`src/rtl/ahb_slave_interface_if.sv`:
```
// AHB-Lite slave front-end bus bundle: master-side stimulus, controller return path and slave outputs.
interface ahb_slave_interface_if #(
  parameter int unsigned P_NSEL = 3
);
  // AHB request side
  logic              Hwrite;
  logic              Hreadyin;
  logic [1:0]        Htrans;
  logic [31:0]       Haddr;
  logic [31:0]       Hwdata;
  // APB controller return path
  logic [31:0]       Prdata;
  logic              Pready_ctl;
  // AHB response side
  logic              Hreadyout;
  logic [1:0]        Hresp;
  logic [31:0]       Hrdata;
  // Bridge-facing pipeline and decode
  logic              valid;
  logic [31:0]       Haddr1;
  logic [31:0]       Haddr2;
  logic [31:0]       Hwdata1;
  logic [31:0]       Hwdata2;
  logic              Hwritereg;
  logic              Hwritereg1;
  logic [P_NSEL-1:0] tempselx;

  modport slave (
    input  Hwrite, Hreadyin, Htrans, Haddr, Hwdata, Prdata, Pready_ctl,
    output Hreadyout, Hresp, Hrdata, valid, Haddr1, Haddr2, Hwdata1, Hwdata2,
           Hwritereg, Hwritereg1, tempselx
  );

  modport master (
    output Hwrite, Hreadyin, Htrans, Haddr, Hwdata, Prdata, Pready_ctl,
    input  Hreadyout, Hresp, Hrdata, valid, Haddr1, Haddr2, Hwdata1, Hwdata2,
           Hwritereg, Hwritereg1, tempselx
  );
endinterface

```
`src/rtl/ahb_slave_interface.sv`:
```
// AHB-Lite slave front end of the AHB-to-APB bridge: phase pipeline, peripheral decode,
// transfer qualification and the two-cycle OKAY/ERROR response machine.
module ahb_slave_interface #(
  parameter logic [31:0] P_BASE      = 32'h8000_0000,
  parameter int unsigned P_SLOT_LOG2 = 26,
  parameter int unsigned P_NSEL      = 3
) (
  input  logic                  Hclk,
  input  logic                  Hresetn,
  ahb_slave_interface_if.slave  bus
);

  // Size of the whole mapped region; 33 bits so base + span can reach 2^32.
  localparam logic [32:0] LP_SPAN = 33'(P_NSEL) << P_SLOT_LOG2;

  localparam logic [1:0] LP_RESP_OKAY  = 2'b00;
  localparam logic [1:0] LP_RESP_ERROR = 2'b01;

  typedef enum logic [1:0] {
    ST_IDLE = 2'd0,
    ST_OKAY = 2'd1,
    ST_ERR1 = 2'd2,
    ST_ERR2 = 2'd3
  } state_t;

  state_t            state;
  state_t            state_nxt;

  logic [31:0]       offset;
  logic [31:0]       slot;
  logic              in_map;
  logic              xfer_req;
  logic              valid_c;
  logic [P_NSEL-1:0] sel_c;

  // Address window decode relative to the peripheral base.
  always_comb begin
    offset   = bus.Haddr - P_BASE;
    slot     = offset >> P_SLOT_LOG2;
    in_map   = (bus.Haddr >= P_BASE) && ({1'b0, offset} < LP_SPAN);
    xfer_req = bus.Hreadyin & bus.Htrans[1];
  end

  // One-hot peripheral select; all zero outside the mapped region.
  always_comb begin
    sel_c = '0;
    for (int k = 0; k < int'(P_NSEL); k++) begin
      sel_c[k] = in_map && (slot == 32'(k));
    end
  end

  // Qualified transfer: the address phase is ignored while the master is held in ERR1.
  always_comb begin
    valid_c = xfer_req & in_map & (state != ST_ERR1);
  end

  assign bus.tempselx = sel_c;
  assign bus.valid    = valid_c;
  assign bus.Hrdata   = bus.Prdata;

  // Address, data and direction pipeline, advanced only when the bus is ready.
  always_ff @(posedge Hclk or negedge Hresetn) begin
    if (!Hresetn) begin
      bus.Haddr1     <= '0;
      bus.Haddr2     <= '0;
      bus.Hwdata1    <= '0;
      bus.Hwdata2    <= '0;
      bus.Hwritereg  <= 1'b0;
      bus.Hwritereg1 <= 1'b0;
    end else if (bus.Hreadyin) begin
      bus.Haddr1     <= bus.Haddr;
      bus.Haddr2     <= bus.Haddr1;
      bus.Hwdata1    <= bus.Hwdata;
      bus.Hwdata2    <= bus.Hwdata1;
      bus.Hwritereg  <= bus.Hwrite;
      bus.Hwritereg1 <= bus.Hwritereg;
    end
  end

  // Response state register.
  always_ff @(posedge Hclk or negedge Hresetn) begin
    if (!Hresetn) begin
      state <= ST_IDLE;
    end else begin
      state <= state_nxt;
    end
  end

  // Next-state: ERR1 always moves on to ERR2; every other state decodes the incoming transfer.
  always_comb begin
    state_nxt = ST_IDLE;
    unique case (state)
      ST_ERR1: state_nxt = ST_ERR2;
      ST_IDLE,
      ST_OKAY,
      ST_ERR2: begin
        if (xfer_req && !in_map) begin
          state_nxt = ST_ERR1;
        end else if (valid_c) begin
          state_nxt = ST_OKAY;
        end else begin
          state_nxt = ST_IDLE;
        end
      end
      default: state_nxt = ST_IDLE;
    endcase
  end

  // Response outputs: wait states come from the controller except during the error pair.
  always_comb begin
    bus.Hreadyout = bus.Pready_ctl;
    bus.Hresp     = LP_RESP_OKAY;
    unique case (state)
      ST_ERR1: begin
        bus.Hreadyout = 1'b0;
        bus.Hresp     = LP_RESP_ERROR;
      end
      ST_ERR2: begin
        bus.Hreadyout = 1'b1;
        bus.Hresp     = LP_RESP_ERROR;
      end
      default: begin
        bus.Hreadyout = bus.Pready_ctl;
        bus.Hresp     = LP_RESP_OKAY;
      end
    endcase
  end

endmodule
```
`src/flat_wrapper.sv`:
```
// flat-port wrapper written by rule: the top's interface ports become plain ports
module ahb_slave_interface_flat 
#(
  parameter logic [31:0] P_BASE      = 32'h8000_0000,
  parameter int unsigned P_SLOT_LOG2 = 26,
  parameter int unsigned P_NSEL      = 3
)
  (Hclk, Hresetn, bus_Hwrite, bus_Hreadyin, bus_Htrans, bus_Haddr, bus_Hwdata, bus_Prdata, bus_Pready_ctl, bus_Hreadyout, bus_Hresp, bus_Hrdata, bus_valid, bus_Haddr1, bus_Haddr2, bus_Hwdata1, bus_Hwdata2, bus_Hwritereg, bus_Hwritereg1, bus_tempselx);
  ahb_slave_interface_if #(.P_NSEL(P_NSEL)) bus_i ();
  input  logic Hclk;
  input  logic Hresetn;
  input wire logic [$bits(bus_i.Hwrite)-1:0] bus_Hwrite;
  input wire logic [$bits(bus_i.Hreadyin)-1:0] bus_Hreadyin;
  input wire logic [$bits(bus_i.Htrans)-1:0] bus_Htrans;
  input wire logic [$bits(bus_i.Haddr)-1:0] bus_Haddr;
  input wire logic [$bits(bus_i.Hwdata)-1:0] bus_Hwdata;
  input wire logic [$bits(bus_i.Prdata)-1:0] bus_Prdata;
  input wire logic [$bits(bus_i.Pready_ctl)-1:0] bus_Pready_ctl;
  output wire logic [$bits(bus_i.Hreadyout)-1:0] bus_Hreadyout;
  output wire logic [$bits(bus_i.Hresp)-1:0] bus_Hresp;
  output wire logic [$bits(bus_i.Hrdata)-1:0] bus_Hrdata;
  output wire logic [$bits(bus_i.valid)-1:0] bus_valid;
  output wire logic [$bits(bus_i.Haddr1)-1:0] bus_Haddr1;
  output wire logic [$bits(bus_i.Haddr2)-1:0] bus_Haddr2;
  output wire logic [$bits(bus_i.Hwdata1)-1:0] bus_Hwdata1;
  output wire logic [$bits(bus_i.Hwdata2)-1:0] bus_Hwdata2;
  output wire logic [$bits(bus_i.Hwritereg)-1:0] bus_Hwritereg;
  output wire logic [$bits(bus_i.Hwritereg1)-1:0] bus_Hwritereg1;
  output wire logic [$bits(bus_i.tempselx)-1:0] bus_tempselx;
  assign bus_i.Hwrite = bus_Hwrite;
  assign bus_i.Hreadyin = bus_Hreadyin;
  assign bus_i.Htrans = bus_Htrans;
  assign bus_i.Haddr = bus_Haddr;
  assign bus_i.Hwdata = bus_Hwdata;
  assign bus_i.Prdata = bus_Prdata;
  assign bus_i.Pready_ctl = bus_Pready_ctl;
  assign bus_Hreadyout = bus_i.Hreadyout;
  assign bus_Hresp = bus_i.Hresp;
  assign bus_Hrdata = bus_i.Hrdata;
  assign bus_valid = bus_i.valid;
  assign bus_Haddr1 = bus_i.Haddr1;
  assign bus_Haddr2 = bus_i.Haddr2;
  assign bus_Hwdata1 = bus_i.Hwdata1;
  assign bus_Hwdata2 = bus_i.Hwdata2;
  assign bus_Hwritereg = bus_i.Hwritereg;
  assign bus_Hwritereg1 = bus_i.Hwritereg1;
  assign bus_tempselx = bus_i.tempselx;
  ahb_slave_interface #(.P_BASE(P_BASE), .P_SLOT_LOG2(P_SLOT_LOG2), .P_NSEL(P_NSEL)) u_core (.Hclk(Hclk), .Hresetn(Hresetn), .bus(bus_i));
endmodule
```
`config.mk`:
```
export PLATFORM = sky130hd
export DESIGN_NAME = ahb_slave_interface_flat
export DESIGN_NICKNAME = d
export VERILOG_FILES = /design/src/rtl/ahb_slave_interface_if.sv /design/src/rtl/ahb_slave_interface.sv /design/src/flat_wrapper.sv
export SDC_FILE = /design/constraint.sdc
export NUM_CORES = 1
export LEC_CHECK = 0
export ABC_AREA = 1
export BUFFER_PORTS_ARGS = -buffer_cell sky130_fd_sc_hd__clkbuf_2
export CORE_MARGIN = 3
export CORE_UTILIZATION = 46
export CTS_CLUSTER_DIAMETER = 120
export DETAILED_ROUTE_END_ITERATION = 6
export MAX_ROUTING_LAYER = met4
export PLACE_DENSITY = 0.8
export SETUP_SLACK_MARGIN = 0.3
export SYNTH_ARGS = -nofsm -noshare
export SYNTH_HDL_FRONTEND = slang
export SYNTH_SLANG_ARGS = --single-unit
```
`constraint.sdc`:
```
create_clock -name Hclk -period 1.1 [get_ports Hclk]
set_input_delay 0 -clock Hclk [delete_from_list [all_inputs] [get_ports Hclk]]
set_output_delay 0 -clock Hclk [all_outputs]
set_load 0.03 [all_outputs]
```
==> metrics.yaml <==
synth_compound_area_frac: 0.140
io_pins: 272
numClockSinks: 132
dp_hpwl_microns: 9020
n_antenna_cell: 0
startpoint: "bus_Haddr[29]"
synth_top_area_frac: 0.617
yosys.area.top_type: "dfrtp_1"
clk_latency_ns: 0.43
hold_depth: 3
cts_max_level: 4
reg2reg_slack_ns: 0.14
detail_route.wl_per_cell_microns: 24.7
crit_path_end: "bus_valid"
nNetsFinal: 963
dp_cells: 837
synthCells: 543
die_y_microns: 114
clockBufferDepth: 2
syn_avg_cell_area_sq_um: 9.86
synthArstFlopShare: 1.00
violations: "negative hold slack, negative setup slack"
ant_nets: 0
floorplan.rows: 38
fmax_mhz: 731
rr_startpoint: "u_core.bus.Haddr2[3]$_DFFE_PN0P_"
period_share: 1.24
fin_crit_ns: 1.37
die-area_sq_um: 13000
drt_iter0_drc: 618
drive_gt1_frac: 0.529
multi_input_area_sq_um: 1720
whs_ns: -0.0659
gp_congestion: 0.829
antenna_found_initial: 0
firstDrtPassIters: 5
path_cells: "clkbuf_2, nor2_2, dlygate4sd3_1, nand3_2, nor2_2, clkbuf_8"
grt_pass1_vias: 5408
rsz0062_at_grt: "yes"
fin_cells: 1013
yosysMostFrequentCell: "dfrtp_1"
vias: 5650
total_power_mw: 17.2
skew_ns: 0.00952
synth_area_leaders: "dfrtp_1 62%, buf_4 6.0%, nand2_1 5.2%"
yosys.area_share.simple: 0.104
root_buffer: "clkbuf_16"
cp-start-kind: "input port"
ys_seq_area_frac: 0.617
seq_area_sq_um: 3330
ys_ff_latch: 132
setup_viol: 3
cp.arrival_ns: 1.37
synth_top_family_by_area: "compound AO/OA/AOI/OAI gates"
drv_slew: 0
chipWidth_microns: 114
synth_xor_area_frac: 0
overflow: 0
coreArea_sq_um: 11100
cts_made_buffers: 17
power_density_nw_per_um2: 1700
port_buffers: 205
synth.distinct_cells: 17
synthMuxAreaShare: 0
path_common_cell: "nor2_2"
area_delta_synth_final_pct: 89.0
leakage_nw: 4.75
syn_nets: 646
cap_violations: 0
status: "finished with violations"
crit_type: "in2out"
synth_edf_count: 0
rr_worst_depth: 4
cts_tree: "done"
vdd_drop_max_v: 0.00130
start_util: 0.481
final.setup.tns_ns: -0.501
cp.depth: 6
timing.rr.end: "u_core.bus.Haddr2[3]$_DFFE_PN0P_"
fin_ws_ns: -0.268
hp-class: "in2reg"
syn_area_sq_um: 5350
hold_violations: 1
critical_path.max_fanout: 2
grt_pass1_wl_microns: 27900
clk_pin_slew_ns: 0.06
critPathTopFamily: "buffers and inverters"
synthTopCellsByCount: "132 x dfrtp_1, 74 x nand2_1, 69 x inv_1, 69 x nor2_1, 50 x o21ai_0"
avgViaCountPerCell: 5.58
synth_fa_ha_area_frac: 0
grt_usage: 0.288
wl_microns: 25000
cp_num_buf_inv: 3
drc: 0
pre_cts_ws_ns: 0.226
yosys_warnings: 0
fillers: 354
synth_flop_cell: "dfrtp_1"
cp_slowest_cell: "dlygate4sd3_1"
max_stage_delay_ns: 0.64
end_kind: "primary output"
critPathRequiredTime_ns: 1.10
grt_max_degree: 53
-- placed cells by master (no fill, tap or decap), drive strengths merged, types with 65 or more instances in the layout --
cell type | Yosys | final
a21oi | 65 | 65
buf | 56 | 221
clkbuf | 7 | 98
dfrtp | 132 | 132
dlygate4sd3 | 0 | 71
inv | 69 | 69
nand2 | 74 | 74
nor2 | 69 | 69
o21ai | 65 | 65
-- worst min-delay path, delay by kind of cell --
family	cells	cell delay, ns
buffers and inverters	1	0.12
AOI/OAI and AO/OA	1	0.09
and+or+nand+nor	1	0.09
-- where the power goes --
| part | switching, mW | internal [mW] | total (mW) |
|---|---|---|---|
| sequential | 0.644 | 5.40 | 6.04 |
| combinational | 2.76 | 2.53 | 5.29 |
| clock | 2.19 | 3.65 | 5.84 |
| total | 5.59 | 11.6 | 17.2 |
-- layout make-up --
type	instances	area share
timing repair buffer	361	0.397
sequential	132	0.329
multi-input combinational	279	0.170
clock buffer	29	0.0514
inverter	69	0.0291
tap	140	0.0173
clock inverter	3	0.00643
-- metal layers --
metal	up-vias	share of wire	GRT usage	wire length, microns
met5	-	0	-	0
met4	0	0.066	0.153	1660
met3	148	0.092	0.0844	2300
met2	437	0.50	0.499	12500
met1	2761	0.34	0.293	8490
li1	2304	-	-	-
-- how the worst min path moves through the flow --
stage,endpoint,slack (ns),startpoint
floorplan,u_core.bus.Haddr1[0]$_DFFE_PN0P_,-0.30,Hresetn
global placement,u_core.bus.Haddr1[3]$_DFFE_PN0P_,-0.1,Hresetn
detailed placement,u_core.bus.Haddr1[3]$_DFFE_PN0P_,-0.09,Hresetn
CTS,u_core.bus.Haddr1[30]$_DFFE_PN0P_,-0.19,bus_Haddr[30]
global route,u_core.bus.Haddr1[30]$_DFFE_PN0P_,-0.05,bus_Haddr[30]
finish,u_core.bus.Haddr1[30]$_DFFE_PN0P_,-0.07,bus_Haddr[30]
-- per-stage QoR --
stage	cell area, sq um	util
after floorplan	5380	-
after global placement	6270	0.563
after detailed placement	6270	0.563
after CTS	8860	0.796
after global routing	10100	0.909
final	10100	0.909
-- what timing repair did --
action | in CTS | in global routing
pin swaps | 3 | 16
hold endpoints to repair | 203 | 7
resized for setup | 274 | 364
hold buffers | 63 | 8
endpoints found under the setup margin | 135 | 174
gates cloned | 0 | 0
buffers inserted | 27 | 46
-- kinds of logic after synthesis --
group           Yosys count
simple gates            147
other cells               1
compound gates          131
buf+inv                 132
flops                   132
-- registers in the layout, summed over array words and instances, names as in the netlist --
signal,flops
u_core.state,2
u_core.bus.Haddr2,32
u_core.bus.Hwdata2,32
u_core.bus.Hwdata1,32
u_core.bus.Hwritereg,1
u_core.bus.Haddr1,32
u_core.bus.Hwritereg1,1
(Power assumes the default switching activity.)
